[src/rtl/mem_access_stage.sv]
// Memory-stage load/store unit: issues data-bus requests, stalls the pipeline
// while the bus is busy, formats store lanes / extends load data, holds MEM/WB.
module mem_access_stage #(
  parameter int TIMEOUT = 16
) (
  input  logic        clk,
  input  logic        reset,
  input  logic        RegWriteM,
  input  logic        MemWriteM,
  input  logic [1:0]  ResultSrcM,
  input  logic [1:0]  StoreM,
  input  logic [2:0]  LoadM,
  input  logic [31:0] ALUResultM,
  input  logic [31:0] WriteDataM,
  input  logic [31:0] luipacM,
  input  logic [31:0] PCPlus4M,
  input  logic [4:0]  RDM,
  output logic        dmem_req,
  output logic        dmem_we,
  output logic [31:0] dmem_addr,
  output logic [3:0]  dmem_be,
  output logic [31:0] dmem_wdata,
  input  logic        dmem_ready,
  input  logic [31:0] dmem_rdata,
  output logic        StallM,
  output logic        MisalignM,
  output logic        BusErrM,
  output logic        RegWriteW,
  output logic [1:0]  ResultSrcW,
  output logic [31:0] ReadDataW,
  output logic [31:0] ALUResultW,
  output logic [31:0] luipacW,
  output logic [31:0] PCPlus4W,
  output logic [4:0]  RDW,
  output logic        stateDbg
);

  // Bus handshake: dmem_req with addr/we/be/wdata is held unchanged from the
  // first request cycle until the cycle dmem_ready=1; that cycle completes the
  // transfer and dmem_rdata is valid only then. ready without req is ignored.

  typedef enum logic {IDLE = 1'b0, WAIT = 1'b1} state_t;
  typedef enum logic [1:0] {SzByte, SzHalf, SzWord} size_t;

  localparam int CntW = $clog2(TIMEOUT);
  localparam logic [CntW-1:0] CntLast = CntW'(TIMEOUT - 1);

  state_t          state, nextState;
  logic [CntW-1:0] cnt, cntNext;

  logic        isStore, isLoad, memOp, misaligned;
  size_t       size;
  logic [31:0] issueAddr, issueWdata;
  logic [3:0]  issueBe;

  logic [31:0] latAddr, latWdata;
  logic [3:0]  latBe;
  logic        latWe;
  logic [1:0]  latOff;
  logic [2:0]  latLoad;

  logic        busErrSet, latchReq, complete, drop, weSel;
  logic [1:0]  offSel;
  logic [2:0]  loadSel;
  logic [31:0] shifted, loadData;

  assign stateDbg = (state == WAIT);

  // Decode the EX/MEM op; a store wins when both store and load are flagged.
  always_comb begin
    isStore = MemWriteM;
    isLoad  = (ResultSrcM == 2'b01) && RegWriteM && !MemWriteM;
    memOp   = isStore || isLoad;
    size    = SzWord;
    if (isStore) begin
      case (StoreM)
        2'b00:   size = SzByte;
        2'b01:   size = SzHalf;
        default: size = SzWord;
      endcase
    end else begin
      case (LoadM)
        3'b000, 3'b100: size = SzByte;
        3'b001, 3'b101: size = SzHalf;
        default:        size = SzWord;
      endcase
    end
    misaligned = ((size == SzHalf) && ALUResultM[0]) ||
                 ((size == SzWord) && (ALUResultM[1:0] != 2'b00));
    issueAddr  = {ALUResultM[31:2], 2'b00};
    issueBe    = 4'b1111;
    issueWdata = '0;
    if (isStore) begin
      case (size)
        SzByte: begin
          issueBe    = 4'b0001 << ALUResultM[1:0];
          issueWdata = {4{WriteDataM[7:0]}};
        end
        SzHalf: begin
          issueBe    = ALUResultM[1] ? 4'b1100 : 4'b0011;
          issueWdata = {2{WriteDataM[15:0]}};
        end
        default: begin
          issueBe    = 4'b1111;
          issueWdata = WriteDataM;
        end
      endcase
    end
  end

  always_comb begin
    nextState  = state;
    cntNext    = cnt;
    busErrSet  = 1'b0;
    latchReq   = 1'b0;
    complete   = 1'b0;
    drop       = 1'b0;
    dmem_req   = 1'b0;
    dmem_we    = 1'b0;
    dmem_addr  = '0;
    dmem_be    = '0;
    dmem_wdata = '0;
    StallM     = 1'b0;
    MisalignM  = 1'b0;
    offSel     = ALUResultM[1:0];
    loadSel    = LoadM;
    weSel      = isStore;
    case (state)
      IDLE: begin
        if (memOp && misaligned) begin
          MisalignM = 1'b1;
          drop      = 1'b1;
        end else if (memOp && BusErrM) begin
          drop = 1'b1;
        end else if (memOp) begin
          dmem_req   = 1'b1;
          dmem_we    = isStore;
          dmem_addr  = issueAddr;
          dmem_be    = issueBe;
          dmem_wdata = issueWdata;
          if (dmem_ready) begin
            complete = 1'b1;
          end else begin
            StallM    = 1'b1;
            latchReq  = 1'b1;
            nextState = WAIT;
            cntNext   = '0;
          end
        end
      end
      WAIT: begin
        // Replay the latched request so the bus never sees EX/MEM changes.
        dmem_req   = 1'b1;
        dmem_we    = latWe;
        dmem_addr  = latAddr;
        dmem_be    = latBe;
        dmem_wdata = latWdata;
        offSel     = latOff;
        loadSel    = latLoad;
        weSel      = latWe;
        if (dmem_ready) begin
          complete  = 1'b1;
          nextState = IDLE;
        end else if (cnt == CntLast) begin
          busErrSet = 1'b1;
          drop      = 1'b1;
          nextState = IDLE;
        end else begin
          StallM  = 1'b1;
          cntNext = cnt + 1'b1;
        end
      end
      default: nextState = IDLE;
    endcase
    if (!reset) begin
      dmem_req   = 1'b0;
      dmem_we    = 1'b0;
      dmem_addr  = '0;
      dmem_be    = '0;
      dmem_wdata = '0;
      StallM     = 1'b0;
      MisalignM  = 1'b0;
    end
  end

  // Bring the addressed lane down to bit 0, then extend per load type.
  always_comb begin
    shifted = dmem_rdata >> {offSel, 3'b000};
    case (loadSel)
      3'b000:  loadData = {{24{shifted[7]}}, shifted[7:0]};
      3'b100:  loadData = {24'b0, shifted[7:0]};
      3'b001:  loadData = {{16{shifted[15]}}, shifted[15:0]};
      3'b101:  loadData = {16'b0, shifted[15:0]};
      default: loadData = shifted;
    endcase
  end

  always_ff @(posedge clk or negedge reset) begin
    if (!reset) begin
      state    <= IDLE;
      cnt      <= '0;
      BusErrM  <= 1'b0;
      latAddr  <= '0;
      latWdata <= '0;
      latBe    <= '0;
      latWe    <= 1'b0;
      latOff   <= '0;
      latLoad  <= '0;
    end else begin
      state <= nextState;
      cnt   <= cntNext;
      if (busErrSet) BusErrM <= 1'b1;
      if (latchReq) begin
        latAddr  <= issueAddr;
        latWdata <= issueWdata;
        latBe    <= issueBe;
        latWe    <= isStore;
        latOff   <= ALUResultM[1:0];
        latLoad  <= LoadM;
      end
    end
  end

  // MEM/WB: stalled or dropped ops become all-zero bubbles.
  always_ff @(posedge clk or negedge reset) begin
    if (!reset) begin
      RegWriteW  <= 1'b0;
      ResultSrcW <= '0;
      ReadDataW  <= '0;
      ALUResultW <= '0;
      luipacW    <= '0;
      PCPlus4W   <= '0;
      RDW        <= '0;
    end else if (StallM || drop) begin
      RegWriteW  <= 1'b0;
      ResultSrcW <= '0;
      ReadDataW  <= '0;
      ALUResultW <= '0;
      luipacW    <= '0;
      PCPlus4W   <= '0;
      RDW        <= '0;
    end else begin
      RegWriteW  <= RegWriteM;
      ResultSrcW <= ResultSrcM;
      ReadDataW  <= (complete && !weSel) ? loadData : '0;
      ALUResultW <= ALUResultM;
      luipacW    <= luipacM;
      PCPlus4W   <= PCPlus4M;
      RDW        <= RDM;
    end
  end

endmodule
[config.mk]
export PLATFORM = sky130hd
export DESIGN_NAME = mem_access_stage
export DESIGN_NICKNAME = d
export VERILOG_FILES = /design/src/rtl/mem_access_stage.sv
export SDC_FILE = /design/constraint.sdc
export NUM_CORES = 1
export LEC_CHECK = 0
export ABC_AREA = 1
export BUFFER_PORTS_ARGS = -buffer_cell sky130_fd_sc_hd__buf_2
export CAP_MARGIN = 10
export CORE_UTILIZATION = 40
export CTS_CLUSTER_SIZE = 24
export DETAILED_ROUTE_END_ITERATION = 8
export MAX_ROUTING_LAYER = met4
export PLACE_DENSITY_LB_ADDON = 0.12
export SLEW_MARGIN = 20
export SYNTH_ARGS = -nofsm -noshare
export SYNTH_HDL_FRONTEND = slang
export SYNTH_SLANG_ARGS = --single-unit
export TNS_END_PERCENT = 10
[constraint.sdc]
create_clock -name clk -period 6.1 [get_ports clk]
set_clock_uncertainty 0.1 [all_clocks]
set_input_delay 1.83 -clock clk [delete_from_list [all_inputs] [get_ports clk]]
set_output_delay 1.83 -clock clk [all_outputs]
set_load 0.05 [all_outputs]
# Yosys cells after proc, flatten, opt, wreduce, memory -nomap -nowiden
# Index checks and enable logic that the tools add are counted.
[op_classes]
n_addsub = 1
eq_ne = 17
n_shift = 2
mux = 75
n_bitwise = 1
reduce_logical = 20
[op_table]
columns = ["op", "count"]
rows = [
  ["32-bit 2-to-1 mux", 14],
  ["32-bit one-hot mux with 2 select lines", 3],
  ["32-bit one-hot mux with 4 select lines", 1],
  ["4-bit 2-to-1 mux", 12],
  ["32-bit by 5-bit >> shifter with 32-bit output", 1],
  ["1-bit 2-to-1 mux", 30],
  ["4-bit one-hot mux with 2 select lines", 3],
  ["3-bit equality test, second input constant", 4],
  ["2-bit != test, second input constant", 6],
  ["1-bit one-hot mux with 2 select lines", 5],
  ["2-bit one-hot mux with 2 select lines", 2],
  ["1-bit logical AND", 7],
  ["2-bit by 1-bit equality test with 1-bit output, second input constant", 3],
  ["3-bit by 1-bit equality test with 1-bit output, second input constant", 2],
  ["3-bit zero test", 2],
  ["2-bit 2-to-1 mux", 3],
  ["6-bit AND reduction", 1],
  ["5-bit 2-to-1 mux", 1],
  ["4-bit by 1-bit adder with 4-bit output, second input constant", 1],
  ["4-bit equality test, second input constant", 1],
  ["2-bit zero test", 2],
  ["2-bit OR reduction", 2],
  ["1-bit by 2-bit left shift with 4-bit output, first input constant", 1],
  ["1-bit logical OR", 3],
  ["other kinds (5)", 6],
]
[word_totals]
register_bits = 214
output_inout_bits = 210
elab_cells = 132

# Longest topological paths before layout
[logic_depth]
word_depth = 13
ltp_mapped = 12
ltp_nobuf = 10

# Worst setup path before layout
# Ideal clock, no wire load.
[synth_timing]
kind = "input port to output port"
start = "in reset"
end = "out dmem_wdata[26]"
t_arrival_ps = 3844
setup_slack_ps = 326
path_stages = 8
path_cell_list = "buf_2 > inv_1 > nor2_2 > inv_1 > nor2_1 > nand3_1 > clkbuf_1 > o21ai_0"
[synth_via]
elab_chain_cells = 1
[synth_lines]
columns = ["item", "line", "text"]
rows = [
  ["start: declaration", "7", "input logic reset,"],
  ["32-bit 2-to-1 mux", "175", "if (!reset) begin"],
  ["end: declaration", "22", "output logic [31:0] dmem_wdata,"],
]
# Every way passes these cells.

# Worst setup path in the final report
[layout_timing]
start = "in MemWriteM"
end = "out dmem_wdata[29]"
[layout_via]
elab_chain_cells = 9
elab_cells_between_ends = 19
[layout_lines]
columns = ["item", "line", "text"]
rows = [
  ["start: declaration", "9", "input logic MemWriteM,"],
  ["2-bit 2-to-1 mux", "75", "if (isStore) begin"],
  ["2-bit by 1-bit equality test with 1-bit output / 2-bit zero test (equally long branches)", "88, 94", ""],
  ["32-bit one-hot mux with 2 select lines", "94", "case (size)"],
  ["32-bit 2-to-1 mux", "93", "if (isStore) begin"],
  ["32-bit 2-to-1 mux", "135", "end else if (memOp) begin"],
  ["32-bit 2-to-1 mux", "133", "end else if (memOp && BusErrM) begin"],
  ["32-bit 2-to-1 mux *", "130", "if (memOp && misaligned) begin"],
  ["32-bit one-hot mux with 2 select lines *", "128", "case (state)"],
  ["32-bit 2-to-1 mux *", "175", ""],
]
# Every way passes the cells marked *; elsewhere a longest branch is shown, timed or not.

==> metrics.md <==
| Metric | Value |
|---|---|
| DRT Wirelength | ~28 mm |
| Post-CTS setup buffers | 0 |
| Largest net degree at the start of global routing | roughly 160 |
| IO Pins | roughly 390 |
| Per-cell routed wire length | between 15 and 20 um |
| Longest Clk Path Bufs | 3 |
| Synthesized flop and latch total | ~210 |
| Clock slew at reported path FFs | 0.06 ns |
| Worst hold slack | 0.376 ns |
| Worst slew pin tran | between 0.9 and 1 ns |
| Min Tclk post-route | 5.64 ns |
| Final worst-path cycle share | 0.924 |
| Startpoint Class | primary input |
| EDFF count, synth | 0 |
| CTS Sinks | approximately 210 |
| Global-route wire length before repair | about 43 mm |
| Resize count post-CTS | 0 |
| Min-delay worst type | flip-flop to flip-flop |
| Post-Route Utilization | 0.539 |
| # nets final | approximately 1.7k |
| Total die area | around 0.025 mm2 |
| Most frequent cells after synthesis | nand2_1, dfrtp_1, inv_1 |
| Largest vdd supply drop | 0.156 mV |
| Worst EP arrival | 3.71 ns |
| Mux share of post-synthesis cell area | 0 |
| Avg Cell Area, Syn | about 8.2 um2 |
| Crit path required time | roughly 4.2 ns |
| Initial DRC count | approximately 580 |
| Worst path slowest cell | nand3_1 |
| Root Buffer | clkbuf_16 |
| Ranking of synthesized cells by area | dfrtp_1, nand2_1, o21ai_0 |
| FILL cells | between 2k and 2.5k |
| Largest family of logic cells by synthesized area | simple AND/OR/NAND/NOR gates |
| RSZ-0062 raised after global routing | false |
| Max-capacitance violation count | 0 |
| GPL Wtd Cong | between 0.8 and 0.9 |
| CP max FO | 12 |
| CP Capture Type | primary output |
| Vias in the first global route | approximately 8.1k |
| Area leader, netlist | dfrtp_1 |
| Switching share of power | 0.267 |
| Synthesis-to-finish area growth | 31.6% |
| Cells along the critical path | buf_2, inv_2, nand2_1, nand2_1, o21ai_1, nand2_1, inv_2, nand3_1, buf_4, o21ai_0, buf_2 |
| Async S/R FF share, synth | 1.00 |
| Die Wd | approximately 160 um |
| GR Util All Layers | 0.226 |
| Status | finished clean |
| IO buf count | 384 |
| Setup slack, reg-to-reg | roughly 3.2 ns |
| Synth Flop Type | dfrtp_1 |
| Hold buffer count at cts | 0 |
| Height of the die | around 160 um |
| Worst path max stage delay | about 0.34 ns |
| HPWL Detailed | between 15 and 20 mm |
| Grt total ovfl | 0 |
| Final Max Slew Viols | 0 |
| Synth Area in Adders | 0.00129 |
| Final antenna-violating net count | 0 |
| Internal power component | 2650 uW |
| Initial Utilization | 0.410 |
| Fmax | about 180 MHz |
| Compound-gate portion of the synthesized area | 0.113 |
| Relative slew slack | 0.391 |
| Core area | about 0.024 mm2 |
| Netlist cell types | 34 |
| Syn. warnings | 0 |
| Critical path class | primary input to primary output |
| Post-Synth Simple-Gate Area | 0.226 |
| Cell count after synthesis | about 1.2k |
| Number of buffers created by CTS | 24 |
| Fin. Hold Viols | 0 |
| Gate power share | 0.140 |
| CTS tree | built |
| Xor/xnor share of the synthesized area | 0.000905 |
| Routed vias | 8844 |
| # rows | 56 |
| Leakage power | 0.00743 uW |
| Total negative slack | 0 ns |
| Final setup viols | 0 |
| Skew-Pair Late Insertion Delay | 0.51 ns |
| Drt pass-1 iters | 5 |
| Top cell type's share of synthesized area | 0.554 |
| Most frequent cell after synthesis | nand2_1 |
| Reg2reg path depth | 4 |
| Antenna violations before repair | 1 |
| Layout cells sized above 1 | 0.299 |
| Hold depth | 2 |
| Sequential share of power | 0.415 |
| CP dominant cell by count | nand2_1 |
| NetSw | just under 1000 uW |
| Synthesized cell area | just under 0.01 mm2 |
| Vias per std cell | around 4.7 |
| H-tree depth | 1 |
| Post-synthesis sequential area ratio | 0.554 |
| Clk pwr share | 0.446 |
| DRC | 0 |
| P per Cell Area | 284 mW/mm2 |
==> registers in the layout, summed over array words and instances (netlist names), 3 cells and up <==
signal	cells
latLoad	3
latWdata	32
latAddr	30
RDW	5
cnt	4
latBe	4
PCPlus4W	32
luipacW	32
ReadDataW	32
ALUResultW	32
==> logic make-up after synthesis <==
group / after synthesis
AO/OA/AOI/OAI: 194
XOR/XNOR: 1
adder cells (fa/ha/maj): 1
other: 1
flip-flops: 214
AND/OR/NAND/NOR: 530
buffers and inverters: 241
==> critical path: cells and delay by family <==
kind / cells / cell delay (ns)
AO/OA/AOI/OAI: 2 / 0.31
buffers and inverters: 5 / 0.99
AND/OR/NAND/NOR: 4 / 0.58
==> cell usage in the layout (no fill, tap or decap), drive strengths merged <==
master	netlist	layout
a21oi	14	14
and3	1	1
buf	39	395
bufinv	0	5
clkbuf	29	34
clkinv	0	4
conb	1	2
dfrtp	214	214
diode	0	1
ha	1	1
inv	173	173
nand2	291	291
nand3	70	70
nand4	7	7
nor2	152	152
nor3	1	1
nor3b	1	1
o211ai	11	11
o21ai	135	135
o22ai	5	5
o31ai	29	29
or2	7	7
xor2	1	1
==> per-layer routing <==
layer	wire length (um)	vias to the layer above	global-route usage
met1	11900	4087	0.288
li1	-	4388	-
met4	350	0	0.0504
met5	0	-	-
met2	13700	343	0.374
met3	2200	26	0.0430
==> metrics by stage <==
stage                     total power (uW)  instance area [um2]  setup slack, ns  instances
after floorplan                       1860                 9680            0.326       1183
after global placement                2030                11800            0.566       1829
after detailed placement              2040                11800            0.503       1829
after CTS                             3660                12700            0.502       1872
after global routing                  3760                12700            0.258       1873
final                                 3620                12700            0.462       1873
==> power groups by stage <==
stage                     Combinational, uW  Sequential (uW)  Clock [uW]
final                                   505             1500        1610
after global routing                    553             1510        1700
after CTS                               511             1500        1650
after detailed placement                510             1530           0
after global placement                  506             1530           0
after floorplan                         173             1680           0
==> final timing paths <==
kind,from,to
min in group asynchronous,reset,cnt[1]$_DFFE_PN0P_
setup reg to reg,stateDbg$_DFF_PN0_,ReadDataW[15]$_DFF_PN0_
setup / recovery,MemWriteM,dmem_wdata[29]
max in group asynchronous,reset,luipacW[3]$_DFF_PN0_
hold reg to reg,latWdata[23]$_DFFE_PN0P_,latWdata[23]$_DFFE_PN0P_
hold / removal,latWdata[23]$_DFFE_PN0P_,latWdata[23]$_DFFE_PN0P_
==> cell type report <==
| class | instances | area, um2 | share of cell area |
|---|---|---|---|
| Antenna cell | 1 | 2.50 | 0.000197 |
| Clock inverter | 9 | 170 | 0.0134 |
| Sequential cell | 214 | 5360 | 0.421 |
| Multi-Input combinational cell | 728 | 3330 | 0.261 |
| Inverter | 173 | 652 | 0.0512 |
| Clock buffer | 34 | 729 | 0.0573 |
| Timing Repair Buffer | 395 | 2100 | 0.165 |
| Tap cell | 319 | 399 | 0.0313 |
No activity file was read; power rests on OpenSTA's default activity.
